**config.mk**
```make
export PLATFORM = sky130hd
export DESIGN_NAME = ahb_master_arbiter_flat
export DESIGN_NICKNAME = d
export VERILOG_FILES = /design/src/rtl/ahb_arb_if.sv /design/src/rtl/ahb_master_arbiter.sv /design/src/flat_wrapper.sv
export SDC_FILE = /design/constraint.sdc
export NUM_CORES = 1
export LEC_CHECK = 0
export BUFFER_PORTS_ARGS = -buffer_cell sky130_fd_sc_hd__clkbuf_2
export CAP_MARGIN = 10
export CORE_AREA = 2 2 49 51
export DETAILED_ROUTE_END_ITERATION = 10
export DIE_AREA = 0 0 51 53
export PLACE_DENSITY = 0.78
export SYNTH_ARGS = -nofsm -noshare
export SYNTH_HDL_FRONTEND = slang
export SYNTH_SLANG_ARGS = --single-unit
export TNS_END_PERCENT = 20
```
**constraint.sdc**
```tcl
create_clock -name HCLK -period 1.5 [get_ports HCLK]
set_input_delay 0.075 -clock HCLK [delete_from_list [all_inputs] [get_ports HCLK]]
set_output_delay 0.075 -clock HCLK [all_outputs]
set_load 0.02 [all_outputs]
```
**src/rtl/ahb_arb_if.sv**
```systemverilog
// Bus-ownership signals between the AHB master arbiter and the bus/CPU side.
// The "master" modport is the arbiter's view; "slave" is the view of the surrounding bus logic.
interface ahb_arb_if #(
    parameter int NM = 2
);
    logic [NM-1:0] req;
    logic          HREADY;
    logic [1:0]    HTRANS;
    logic          bus_master_ack;
    logic          bus_master_req;
    logic [NM-1:0] gnt;
    logic [2:0]    hmaster;
    logic          cpu_own;

    modport master (
        input  req, HREADY, HTRANS, bus_master_ack,
        output bus_master_req, gnt, hmaster, cpu_own
    );

    modport slave (
        output req, HREADY, HTRANS, bus_master_ack,
        input  bus_master_req, gnt, hmaster, cpu_own
    );
endinterface

```
**src/rtl/ahb_master_arbiter.sv**
```systemverilog
// Shares the system AHB between the CPU (default owner) and NM secondary masters:
// round-robin grants with a bounded hold time and a one-cycle parked handover between owners.
module ahb_master_arbiter #(
    parameter int NM       = 2,
    parameter int HOLD_MAX = 16,
    parameter int CW       = 8
) (
    input  logic       HCLK,
    input  logic       rst,
    ahb_arb_if.master  bus
);
    localparam logic [1:0] ST_CPU      = 2'd0;
    localparam logic [1:0] ST_WAIT_ACK = 2'd1;
    localparam logic [1:0] ST_GRANT    = 2'd2;
    localparam logic [1:0] ST_PARK     = 2'd3;

    logic [1:0]    state_reg, state_next;
    logic [2:0]    ptr_reg, ptr_next;
    logic [CW-1:0] cnt_reg, cnt_next;
    logic [NM-1:0] gnt_reg, gnt_next;
    logic [2:0]    hmaster_reg, hmaster_next;
    logic          cpu_own_reg, cpu_own_next;
    logic          bmr_reg, bmr_next;

    logic [NM-1:0] req_hi;
    logic [NM-1:0] req_other;
    logic [2:0]    win_idx;
    logic [2:0]    win_ptr;
    logic          any_req;
    logic          xfer;
    logic [CW-1:0] cnt_inc;
    logic          leave;
    logic          unused_htrans;

    assign unused_htrans = bus.HTRANS[0];

    // req_hi: requesters at or above the RR pointer; req_other: everyone but the owner.
    for (genvar gi = 0; gi < NM; gi++) begin : g_req
        assign req_hi[gi]    = bus.req[gi] && (3'(gi) >= ptr_reg);
        assign req_other[gi] = bus.req[gi] && (3'(gi) != hmaster_reg);
    end

    assign any_req = |bus.req;

    // Lowest set bit at/above ptr wins; if none, wrap to the lowest set bit overall.
    always_comb begin
        win_idx = '0;
        if (|req_hi) begin
            for (int i = NM - 1; i >= 0; i--) begin
                if (req_hi[i]) win_idx = 3'(i);
            end
        end else begin
            for (int i = NM - 1; i >= 0; i--) begin
                if (bus.req[i]) win_idx = 3'(i);
            end
        end
    end

    assign win_ptr = (win_idx == 3'(NM - 1)) ? 3'd0 : win_idx + 3'd1;

    assign xfer    = bus.HREADY && bus.HTRANS[1];
    assign cnt_inc = (xfer && (cnt_reg != '1)) ? cnt_reg + 1'b1 : cnt_reg;

    // The current cycle's accepted transfer counts toward the hold limit.
    assign leave = !bus.req[hmaster_reg[$clog2(NM > 1 ? NM : 2)-1:0]]
                || ((HOLD_MAX != 0) && (cnt_inc >= CW'(HOLD_MAX)) && (|req_other));

    always_comb begin
        state_next   = state_reg;
        ptr_next     = ptr_reg;
        cnt_next     = cnt_reg;
        gnt_next     = gnt_reg;
        hmaster_next = hmaster_reg;
        cpu_own_next = cpu_own_reg;
        bmr_next     = bmr_reg;
        case (state_reg)
            ST_CPU: begin
                if (any_req) begin
                    state_next = ST_WAIT_ACK;
                    bmr_next   = 1'b1;
                end
            end
            ST_WAIT_ACK: begin
                if (!any_req) begin
                    state_next = ST_CPU;
                    bmr_next   = 1'b0;
                end else if (bus.bus_master_ack && bus.HREADY) begin
                    state_next   = ST_GRANT;
                    gnt_next     = NM'(1) << win_idx;
                    hmaster_next = win_idx;
                    ptr_next     = win_ptr;
                    cpu_own_next = 1'b0;
                    cnt_next     = '0;
                end
            end
            ST_GRANT: begin
                cnt_next = cnt_inc;
                if (bus.HREADY && leave) begin
                    state_next = ST_PARK;
                    gnt_next   = '0;
                end
            end
            default: begin
                if (any_req) begin
                    state_next   = ST_GRANT;
                    gnt_next     = NM'(1) << win_idx;
                    hmaster_next = win_idx;
                    ptr_next     = win_ptr;
                    cnt_next     = '0;
                end else begin
                    state_next   = ST_CPU;
                    bmr_next     = 1'b0;
                    cpu_own_next = 1'b1;
                end
            end
        endcase
    end

    always_ff @(posedge HCLK) begin
        if (rst) begin
            state_reg   <= ST_CPU;
            ptr_reg     <= '0;
            cnt_reg     <= '0;
            gnt_reg     <= '0;
            hmaster_reg <= '0;
            cpu_own_reg <= 1'b1;
            bmr_reg     <= 1'b0;
        end else begin
            state_reg   <= state_next;
            ptr_reg     <= ptr_next;
            cnt_reg     <= cnt_next;
            gnt_reg     <= gnt_next;
            hmaster_reg <= hmaster_next;
            cpu_own_reg <= cpu_own_next;
            bmr_reg     <= bmr_next;
        end
    end

    assign bus.gnt            = gnt_reg;
    assign bus.hmaster        = hmaster_reg;
    assign bus.cpu_own        = cpu_own_reg;
    assign bus.bus_master_req = bmr_reg;
endmodule

```
**src/flat_wrapper.sv**
```systemverilog
// flat-port wrapper written by rule: the top's interface ports become plain ports
module ahb_master_arbiter_flat 
#(
    parameter int NM       = 2,
    parameter int HOLD_MAX = 16,
    parameter int CW       = 8
)
  (HCLK, rst, bus_req, bus_HREADY, bus_HTRANS, bus_bus_master_ack, bus_bus_master_req, bus_gnt, bus_hmaster, bus_cpu_own);
  ahb_arb_if #(.NM(NM)) bus_i ();
  input  logic HCLK;
  input  logic rst;
  input wire logic [$bits(bus_i.req)-1:0] bus_req;
  input wire logic [$bits(bus_i.HREADY)-1:0] bus_HREADY;
  input wire logic [$bits(bus_i.HTRANS)-1:0] bus_HTRANS;
  input wire logic [$bits(bus_i.bus_master_ack)-1:0] bus_bus_master_ack;
  output wire logic [$bits(bus_i.bus_master_req)-1:0] bus_bus_master_req;
  output wire logic [$bits(bus_i.gnt)-1:0] bus_gnt;
  output wire logic [$bits(bus_i.hmaster)-1:0] bus_hmaster;
  output wire logic [$bits(bus_i.cpu_own)-1:0] bus_cpu_own;
  assign bus_i.req = bus_req;
  assign bus_i.HREADY = bus_HREADY;
  assign bus_i.HTRANS = bus_HTRANS;
  assign bus_i.bus_master_ack = bus_bus_master_ack;
  assign bus_bus_master_req = bus_i.bus_master_req;
  assign bus_gnt = bus_i.gnt;
  assign bus_hmaster = bus_i.hmaster;
  assign bus_cpu_own = bus_i.cpu_own;
  ahb_master_arbiter #(.NM(NM), .HOLD_MAX(HOLD_MAX), .CW(CW)) u_core (.HCLK(HCLK), .rst(rst), .bus(bus_i));
endmodule
```
==> metrics.md <==
| Metric | Value |
|---|---|
| Final Cycle Share | 0.968 |
| Gr busiest metal | met2 |
| TritonCTS clock tree | built |
| First-pass GRT wire length | ~4400 microns |
| Antenna viol nets, final | 0 |
| Ys flop type | dfxtp_1 |
| Worst-skew pair later-pin latency | roughly 300 ps |
| Register Area | about 330 sq um |
| Final Skew | ~10 ps |
| Syn-to-layout area delta | 21.1% |
| Final hold violation count | 0 |
| GP Congestion | between 0.8 and 0.9 |
| CP Capture Type | flop |
| Die width | 51 microns |
| Static Leakage | around 0.45 nW |
| Initial antenna violation count | 0 |
| Clock sinks | 16 |
| Fillers | 180 |
| Slew Limit Fails | 0 |
| Seq cells post-synth | 16 |
| Arr. time, crit path | approximately 1600 ps |
| Total gr overflow | 0 |
| CP Launch Type | flop |
| Vias/cell | 6.24 |
| Seq/Total Area, Yosys | 0.308 |
| Synth async-reset ratio | 0 |
| Port-buffer cells | 11 |
| IO Count | 15 |
| Post-DP HPWL | 1930 microns |
| Core Rows | 17 |
| Final setup fails | 0 |
| Final nets | 153 |
| Avg Synthesized Cell Area | approximately 8.4 sq um |
| Max FO, Critical Path | 5 |
| Mapped Area | 1040 sq um |
| All-layer global routing usage | 0.222 |
| Peak Freq | 689 MHz |
| Pwr Total | between 0.8 and 0.9 mW |
| Met2 usage | 0.357 |
| Core Region | around 2100 sq um |
| Peak VDD IR | approximately 660 uV |
| Most area-hungry cell type in the Yosys netlist | dfxtp_1 |
| Die Y | around 53 microns |
| Post-CTS Hold Buffers | 0 |
| Setup bufs post-CTS | 0 |
| DRT iter0 DRCs | 39 |
| CTS max path bufs | 2 |
| Pre-CTS setup slack | -40.2 ps |
| Top-area cell type share of the netlist area | 0.308 |
| CP required | about 1700 ps |
| Final Critical Period | ~1500 ps |
| Largest net degree at the start of global routing | 12 |
| WL final | between 2000 and 3000 microns |
| Final WS setup | around 48 ps |
| Worst-path clk slew | roughly 90 ps |
| Routed len/inst | 16.1 microns |
| Worst reg2reg setup slack | 50 ps |
| RSZ-0062 raised after global routing | yes |
| Root buffer cell | clkbuf_4 |
| Status | complete, no violations |
| CP Class | reg -> reg |
| Main area contributors after synthesis | dfxtp_1 31%, a21oi_1 5.3%, nor2_1 3.6% |
| Cts bufs inserted | 3 |
| Post-Synthesis Cells | ~120 |
| Fraction of layout cells with a size suffix above 1 | 0.331 |
| Max reg flops | 8 |
| Worst min-delay path class | in -> reg |
| Vias in the first global route | 1,008 |
| H-tree depth | 1 |
| Synth unique cells | 50 |
| PD cells | between 700 and 800 nW/um^2 |
| Die area | between 2000 and 3000 sq um |
| Starting Density | 0.483 |
| DRC | 0 |
| Met1 usage | 0.268 |
| Grt met3 use | 0.0226 |
| Ant diodes | 0 |
| Multi-input combinational cell area | around 720 sq um |
| DR pass1 iterations | 4 |
| Routed vias | around 1,100 |
| EDFF count, synth | 0 |
| Max-capacitance violation count | 0 |
| Yosys synthesis warning count | 0 |
==> timing repair <==
item	CTS	global route
endpoints found under the hold margin	0	0
endpoints found under the setup margin	6	8
gates resized for setup	7	11
pin swaps	6	5
==> worst paths after layout <==
check                                                            start                                      to  cells after the start
worst max-delay path                    u_core.cnt_reg[1]$_SDFFE_PP0P_        u_core.state_reg[0]$_SDFFE_PP0P_                      5
worst max register to register          u_core.cnt_reg[1]$_SDFFE_PP0P_        u_core.state_reg[0]$_SDFFE_PP0P_                      5
worst min-delay path                                               rst          u_core.cnt_reg[7]$_SDFFE_PP0P_                      2
worst min register to register  u_core.bus.bus_master_req$_SDFFE_PP0P_  u_core.bus.bus_master_req$_SDFFE_PP0P_                      2
==> through the flow <==
step / setup TNS (ps) / cell area, sq um / std cells / hold WS, ps / util
global route: -34.6 / 1260 / 170 / 53.1 / 0.585
global placement: -65.1 / 1160 / 167 / 347 / 0.541
detailed placement: -114 / 1160 / 167 / 349 / 0.541
floorplan: 0 / 1050 / 125 / 259 / -
finish: 0 / 1260 / 170 / 38.5 / 0.585
CTS: 0 / 1210 / 170 / 25.7 / 0.565
==> layout by cell type, fill, tap and decap left out, types with 4 or more instances in the layout <==
cell type / count
a211oi_1: 4
a21oi_1: 10
buf_4: 11
clkbuf_2: 11
dfxtp_1: 11
dfxtp_2: 5
inv_1: 5
nand2_1: 4
nand3_1: 4
nand4_1: 4
nor2_1: 10
o21ai_0: 4
==> kinds of logic (layout without fill, tap and decap cells) <==
kind of cell | count (synthesis) | count (layout) | share of synthesized area
AOI/OAI and AO/OA | 43 | 43 | 0.304
xor gates and xnor gates | 1 | 1 | 0.00844
DFF | 16 | 16 | 0.308
and+or+nand+nor | 47 | 47 | 0.264
other | 1 | 2 | 0.00361
adders and majority gates | 1 | 1 | 0.0120
muxes | 2 | 2 | 0.0193
buffers and inverters | 13 | 30 | 0.0807
==> layout make-up <==
type / count / share of cell area
Multi-Input combinational cell: 96 / 0.570
Sequential cell: 16 / 0.260
Timing Repair Buffer: 22 / 0.109
Tap cell: 28 / 0.0279
Clock buffer: 3 / 0.0179
Inverter: 5 / 0.0149
==> cells in the mapped netlist (2+ instances only) <==
cell      number
or3_1          3
and3_1         3
dfxtp_1       16
a21oi_1       11
a211oi_1       4
a31oi_1        3
mux2i_1        2
o21ai_0        5
nor3_1         3
inv_1          5
nand2b_1       2
nand3_1        4
nand4_1        4
and4_1         2
a21o_1         2
nand2_1        4
o221ai_1       2
buf_4          3
nor4_1         2
buf_6          3
nor2_1        10
o21a_1         3
==> report_power, final <==
part	internal [mW]	total, mW	switching, mW
Combinational	0.0838	0.202	0.118
Clock	0.0936	0.230	0.136
Sequential	0.447	0.464	0.0176
Total	0.624	0.896	0.272
==> worst max-delay path, stage by stage (launching register included) <==
cell,delay [ps]
dfxtp_2,350
ha_4,170
and3_4,180
a2111oi_4,370
o21ai_1,100
o21a_1,180
==> routing by layer <==
metal	share of wire	routed length, microns
met5	0	0
met4	0.029	80
met3	0.055	150
met2	0.48	1320
met1	0.43	1180
(Power assumes the default switching activity.)
